==> config.mk <==
export PLATFORM = sky130hd
export DESIGN_NAME = round_robin
export DESIGN_NICKNAME = d
export VERILOG_FILES = /design/src/rtl/round_robin_pkg.sv /design/src/rtl/rr_slot_finder.sv /design/src/rtl/round_robin.sv
export SDC_FILE = /design/constraint.sdc
export NUM_CORES = 1
export LEC_CHECK = 0
export BUFFER_PORTS_ARGS = -buffer_cell sky130_fd_sc_hd__buf_2
export CAP_MARGIN = 25
export CORE_ASPECT_RATIO = 0.8
export CORE_UTILIZATION = 30
export CTS_CLUSTER_SIZE = 8
export DETAILED_ROUTE_END_ITERATION = 10
export MAX_ROUTING_LAYER = met4
export PLACE_DENSITY = 0.63
export SLEW_MARGIN = 20
export SYNTH_ARGS = -nofsm -noshare
export SYNTH_HDL_FRONTEND = slang
export SYNTH_HIERARCHICAL = 1
export SYNTH_SLANG_ARGS = --single-unit
==> constraint.sdc <==
create_clock -name clk -period 3 [get_ports clk]
set_input_delay 0.15 -clock clk [delete_from_list [all_inputs] [get_ports clk]]
set_output_delay 0.15 -clock clk [all_outputs]
set_load 0.005 [all_outputs]
==> src/rtl/round_robin_pkg.sv <==
// Shared sizes and types for the slot-table round-robin arbiter.
package round_robin_pkg;
  localparam int NUM_REQ   = 4;
  localparam int NUM_SLOTS = 16;
  localparam int ID_W      = 2;
  localparam int PTR_W     = 4;

  typedef logic [ID_W-1:0]  slot_id_t;
  typedef logic [PTR_W-1:0] slot_ptr_t;
endpackage

==> src/rtl/rr_slot_finder.sv <==
// Combinational search for the winning slot starting at ptr; ROUND_ROBIN_SCAN_EN selects
// a full wrapping scan, otherwise only slot ptr is examined (strict TDM).
module rr_slot_finder
  import round_robin_pkg::*;
(
  input  logic [NUM_SLOTS-1:0] eligible,
  input  slot_ptr_t            ptr,
  output logic                 found,
  output slot_ptr_t            win_slot
);

`ifdef ROUND_ROBIN_SCAN_EN
  slot_ptr_t idx;

  // Walk offsets from farthest to nearest so the closest eligible slot is the last write.
  always_comb begin
    found    = 1'b0;
    win_slot = ptr;
    idx      = ptr;
    for (int i = NUM_SLOTS - 1; i >= 0; i--) begin
      idx = ptr + PTR_W'(i);
      if (eligible[idx]) begin
        found    = 1'b1;
        win_slot = idx;
      end
    end
  end
`else
  always_comb begin
    found    = eligible[ptr];
    win_slot = ptr;
  end
`endif

endmodule

==> src/rtl/round_robin.sv <==
// Weighted round-robin arbiter over a 16-entry slot table; registered grant one edge after req.
// Optional ROUND_ROBIN_SCAN_EN: full scan from ptr; undefined: strict TDM, ptr advances every cycle.
module round_robin
  import round_robin_pkg::*;
#(
  parameter slot_id_t IDLE_ID = 2'b00
) (
  input  logic     clk,
  input  logic     reset,
  input  logic     req0,
  input  logic     req1,
  input  logic     req2,
  input  logic     req3,
  input  slot_id_t p0,
  input  slot_id_t p1,
  input  slot_id_t p2,
  input  slot_id_t p3,
  input  slot_id_t p4,
  input  slot_id_t p5,
  input  slot_id_t p6,
  input  slot_id_t p7,
  input  slot_id_t p8,
  input  slot_id_t p9,
  input  slot_id_t p10,
  input  slot_id_t p11,
  input  slot_id_t p12,
  input  slot_id_t p13,
  input  slot_id_t p14,
  input  slot_id_t p15,
  output logic     valid,
  output slot_id_t out_id
);

  slot_id_t             tbl [NUM_SLOTS];
  logic [NUM_REQ-1:0]   req_vec;
  logic [NUM_SLOTS-1:0] eligible;
  logic                 found;
  slot_ptr_t            win_slot;

  slot_ptr_t ptr_q, ptr_d;
  logic      valid_q, valid_d;
  slot_id_t  out_id_q, out_id_d;

  assign tbl = '{p0, p1, p2, p3, p4, p5, p6, p7, p8, p9, p10, p11, p12, p13, p14, p15};
  assign req_vec = {req3, req2, req1, req0};

  always_comb begin
    eligible = '0;
    for (int n = 0; n < NUM_SLOTS; n++) begin
      eligible[n] = req_vec[tbl[n]];
    end
  end

  rr_slot_finder u_finder (
    .eligible (eligible),
    .ptr      (ptr_q),
    .found    (found),
    .win_slot (win_slot)
  );

  always_comb begin
    ptr_d    = ptr_q;
    valid_d  = 1'b0;
    out_id_d = IDLE_ID;
    if (found) begin
      valid_d  = 1'b1;
      out_id_d = tbl[win_slot];
    end
`ifdef ROUND_ROBIN_SCAN_EN
    if (found) begin
      ptr_d = win_slot + PTR_W'(1);
    end
`else
    ptr_d = ptr_q + PTR_W'(1);
`endif
  end

  always_ff @(posedge clk) begin
    if (!reset) begin
      ptr_q    <= '0;
      valid_q  <= 1'b0;
      out_id_q <= IDLE_ID;
    end else begin
      ptr_q    <= ptr_d;
      valid_q  <= valid_d;
      out_id_q <= out_id_d;
    end
  end

  assign valid  = valid_q;
  assign out_id = out_id_q;

endmodule

======== Word level (Yosys, flattened, before mapping) ========
Index checks and enable logic that the tools add are counted.
cells by class
  multiplexer cells ....................... 38
  add/sub/neg operators ................... 1
  reduce and logical (&&, ||, !) cells .... 1
  bitwise operators ....................... 1
  magnitude comparators ................... 18
operators with widths
  operator             number
  $lt 2x3->1 const B   16
  $bmux 1 s2           16
  $mux 1               18
  $bmux 2 s4           1
  $ge 5x5->1 const B   1
  $lt 4x5->1 const B   1
  $not 4->5            1
  $add 4x1->4 const B  1
  $bmux 1 s4           1
  $mux 2               2
  $reduce_and 2->1     1
storage, ports and cells
  bits of input ports ..................... 38
  bits in registers ....................... 7

======== Depth between registers and ports, before layout ========
  depth after elaboration ................. 5
  mapped depth ............................ 8
  depth with buffers taken out ............ 7

======== By module ========
The synthesis kept the hierarchy.
by module, submodules not included
  module          area an instance (µm²)  times used  sequential area each (µm²)  cells each
  round_robin     870.8                   1           140.1                       55
  rr_slot_finder  165.2                   1           0.0                         11

======== Least setup slack after synthesis ========
OpenSTA, ideal clock, no wires.
  path kind ............................... input to register
  from .................................... in req3
  to ...................................... reg out_id_q[0] (netlist: out_id[0])
  library setup time ...................... 123 ps
  path buffers ............................ 1
  data required time ...................... 2,877 ps
  path slack .............................. 1,135 ps
  stages on the path ...................... 8
  arrival time ............................ 1,742 ps
  path through ............................ clkbuf_1 > mux4_2 > mux4_1 > mux2i_1 > mux2i_1 > and2_1 > nand2_1 > o22ai_1
on the way
  cells in the longest elaborated chain, start to end .. 5
  elaborated cells between the ends (all ways) .. 35
  those cells by class .................... mux: 34; reduce/logical: 1
RTL lines
  what                               line                  text
  from (decl)                        round_robin.sv:13     input logic req3,
  $bmux 1 s2                         round_robin.sv:50     eligible[n] = req_vec[tbl[n]];
  $mux 1 (not written as such)       round_robin.sv:50
  via eligible[13]                   round_robin.sv:36     logic [NUM_SLOTS-1:0] eligible;
  $bmux 1 s4                         rr_slot_finder.sv:30  found = eligible[ptr];
  $mux 1 (not written as such)       rr_slot_finder.sv:30
  via found                          round_robin.sv:37     logic found;
  $reduce_and 2->1 (no source line)  -
  to (signal assigned)               round_robin.sv:86     out_id_q <= out_id_d;
  to (decl)                          round_robin.sv:42     slot_id_t out_id_q, out_id_d;
The timed path passes the listed nets, and every way through them passes these cells. The select of a mux whose other input is x is not followed.
A chain may end at the register's enable or synchronous reset.

======== Final worst setup path ========
  from .................................... reg ptr_q[0]
  to ...................................... reg out_id_q[0] (netlist: out_id[0])
on the way
  elaborated cells between the ends (all ways) .. 7
  those cells by class .................... mux: 5; bitwise: 1; reduce/logical: 1
RTL lines
  what                               line                  text
  from (decl)                        round_robin.sv:40     slot_ptr_t ptr_q, ptr_d;
  from (signal assigned)             round_robin.sv:84     ptr_q <= ptr_d;
  $bmux 1 s4                         rr_slot_finder.sv:30
  $mux 1 (not written as such)       rr_slot_finder.sv:30
  via found                          round_robin.sv:37
  $reduce_and 2->1 (no source line)  -
The timed path passes the listed nets, and every way through them passes these cells. The select of a mux whose other input is x is not followed.

==> results.sh <==
export IMPL_status="completed"
export IMPL_netlist_instances=66
export IMPL_dr_pass1_iters=4
export IMPL_holdBufCountCts=0
export IMPL_arrival_ns=2.20
export IMPL_clk_latency_ns=0.23
export IMPL_die_x_um=67.7
export IMPL_netlist_area_leader_share=0.413
export IMPL_hold_violations=0
export IMPL_port_buffers=40
export IMPL_finalSetupTns_ns=0
export IMPL_cp_max_fo=15
export IMPL_drtIter0Drc=11
export IMPL_fin_crit_ns=2.10
export IMPL_synth_area_sq_um=1040
export IMPL_area_growth_pct=21.6
export IMPL_yosysMostFrequentCell="mux4_2"
export IMPL_maxCapViolations=0
export IMPL_hold_path_endpoint="ptr_q[3]"
export IMPL_synth_edf_count=0
export IMPL_die_height_um=54.6
export IMPL_grt_pass1_wl_um=3770
export IMPL_hold_class="input pin to flip-flop"
export IMPL_ys_top_cells_by_count="19 x mux4_2, 9 x mux4_1, 7 x dfxtp_1, 7 x mux2i_1"
export IMPL_synthTopCellsByArea="mux4_2 41%, mux4_1 23%, dfxtp_1 14%"
export IMPL_synth_warnings=6
export IMPL_route_detailed_drc=0
export IMPL_die_area_sq_um=3690
export IMPL_ioPinCount=41
export IMPL_rr_worst_depth=6
export IMPL_cts_root_buffer="clkbuf_8"
export IMPL_hp_start="reset"
export IMPL_r2r_end="out_id[0]"
export IMPL_ys_ff_latch=7
export IMPL_clkTransAtPathRegs_ns=0.04
export IMPL_r2r_start="ptr_q[0]"
export IMPL_power_density_nw_per_um2=319
export IMPL_crit_path_end_kind="flip-flop"
export IMPL_routed_wl_um=2320
export IMPL_numCtsBuffers=3
export IMPL_slew_violations=0
export IMPL_track_usage=0.144
export IMPL_rsz0062_at_grt="false"
export IMPL_p_leak_nw=0.503
export IMPL_antenna_found_initial=0
export IMPL_fillCellCount=315
export IMPL_hold_depth=2
export IMPL_setup_viol=0
export IMPL_fin_skew_ns=0.000706
export IMPL_nNetsFinal=139
export IMPL_cts_sinks=7
export IMPL_wire_per_inst_um=16.7
export IMPL_reg2reg_slack_ns=0.90
export IMPL_gp_congestion=0.723
export IMPL_ir_worst_vdd_v=0.000164
export IMPL_viasPerCell=5.62
export IMPL_post_cts_resize_count=0
export IMPL_grt_max_degree=17
export IMPL_tritoncts="yes"
export IMPL_place_ws_ns=0.879
export IMPL_crit_type="flip-flop to flip-flop"
export IMPL_worstMarginPinSlew_ns=0.706
export IMPL_whs_ns=0.188
export IMPL_fmax_mhz=476
export IMPL_start_util=0.324
export IMPL_ant_nets=0
export IMPL_grt_pass1_vias=762
export IMPL_setup_slack_ns=0.899
export IMPL_crit_required_ns=3.10
export IMPL_synth_largest_area_cell="mux4_2"
export IMPL_cts_max_level=1
export IMPL_placementRows=18
export IMPL_cts_path_max_buffers=2
export IMPL_avgSynthCellArea_sq_um=15.7
export IMPL_dr_total_vias=781
export IMPL_maxSlewHeadroom=0.529
export IMPL_overflow=0
export IMPL_antenna_cells=0
export IMPL_core_area_sq_um=3200
export IMPL_ys_seq_area_frac=0.135
export IMPL_numPlacedInstances=135
export IMPL_start_kind="flip-flop"
export IMPL_ff_latch_area_sq_um=140
export IMPL_final_cells=139
export IMPL_layout_drive_gt1_share=0.636
export IMPL_yosysUniqueCellTypes=17
export IMPL_synth_main_ff_cell="dfxtp_1"
export IMPL_cts_setup_buffers=0
export IMPL_synth_nets=105
export IMPL_hpwl_um=1850
export IMPL_multi_input_area_sq_um=823
export IMPL_min_period_over_period=0.700
export IMPL_async_flop_share=0
flip-flops by register name (all words and copies together), names as in the netlist:
signal  flops
out_id      2
ptr_q       4
valid       1
power breakdown:
group          switching (mW)  total (mW)  internal [mW]
logic                  0.0520       0.151         0.0993
registers              0.0162       0.118          0.102
clock network          0.0428       0.133         0.0900
total                   0.111       0.402          0.291
logic make-up after synthesis:
logic type	share of synthesized area
AND/OR/NAND/NOR	0.0447
buffers and inverters	0.0700
XOR/XNOR	0.0169
adder cells (fa/ha/maj)	0.0121
flip-flops	0.135
AO/OA/AOI/OAI	0.0121
multiplexers	0.709
worst max-delay path by stage:
stage                      to      from
global route        out_id[0]  ptr_q[0]
global placement    out_id[0]  ptr_q[0]
finish              out_id[0]  ptr_q[0]
detailed placement  out_id[0]  ptr_q[0]
floorplan           out_id[0]      req3
CTS                 out_id[0]  ptr_q[0]
worst max-delay path, stage by stage, from the launching register on:
cell	delay, ns
dfxtp_1	0.77
mux4_1	0.65
mux2i_1	0.14
mux2i_1	0.08
and2_1	0.17
nand2_1	0.08
o22ai_1	0.08
area by class of cell:
| cell class | instances | share of cell area |
|---|---|---|
| Clock inverter | 1 | 0.00397 |
| Clock buffer | 3 | 0.0328 |
| Multi-Input combinational cell | 48 | 0.653 |
| Sequential cell | 7 | 0.111 |
| Tap cell | 40 | 0.0397 |
| Timing Repair Buffer | 40 | 0.159 |
per-stage QoR:
step                cell area (sq um)  power [mW]  utilization
finish                           1260       0.402        0.394
global route                     1260       0.428        0.394
CTS                              1260       0.407        0.394
detailed placement               1210       0.272        0.379
global placement                 1210       0.269        0.379
floorplan                        1040       0.223            -
placed cells by master (no fill, tap or decap), drive strengths merged:
| cell type | count |
|---|---|
| buf | 40 |
| mux4 | 28 |
| mux2i | 7 |
| dfxtp | 7 |
| and2 | 4 |
| clkbuf | 3 |
| o22ai | 2 |
| nor2b | 1 |
| nand3 | 1 |
| xnor2 | 1 |
| nand2 | 1 |
| nand2b | 1 |
| xor2 | 1 |
| ha | 1 |
| clkinv | 1 |
metal layers:
metal	track usage	vias up	part of all wire
li1	-	359	-
met4	0.0106	0	0
met2	0.213	33	0.46
met5	-	-	0
met1	0.213	389	0.49
met3	0.0271	0	0.056
Note: power is estimated with default switching activity, not from simulation.
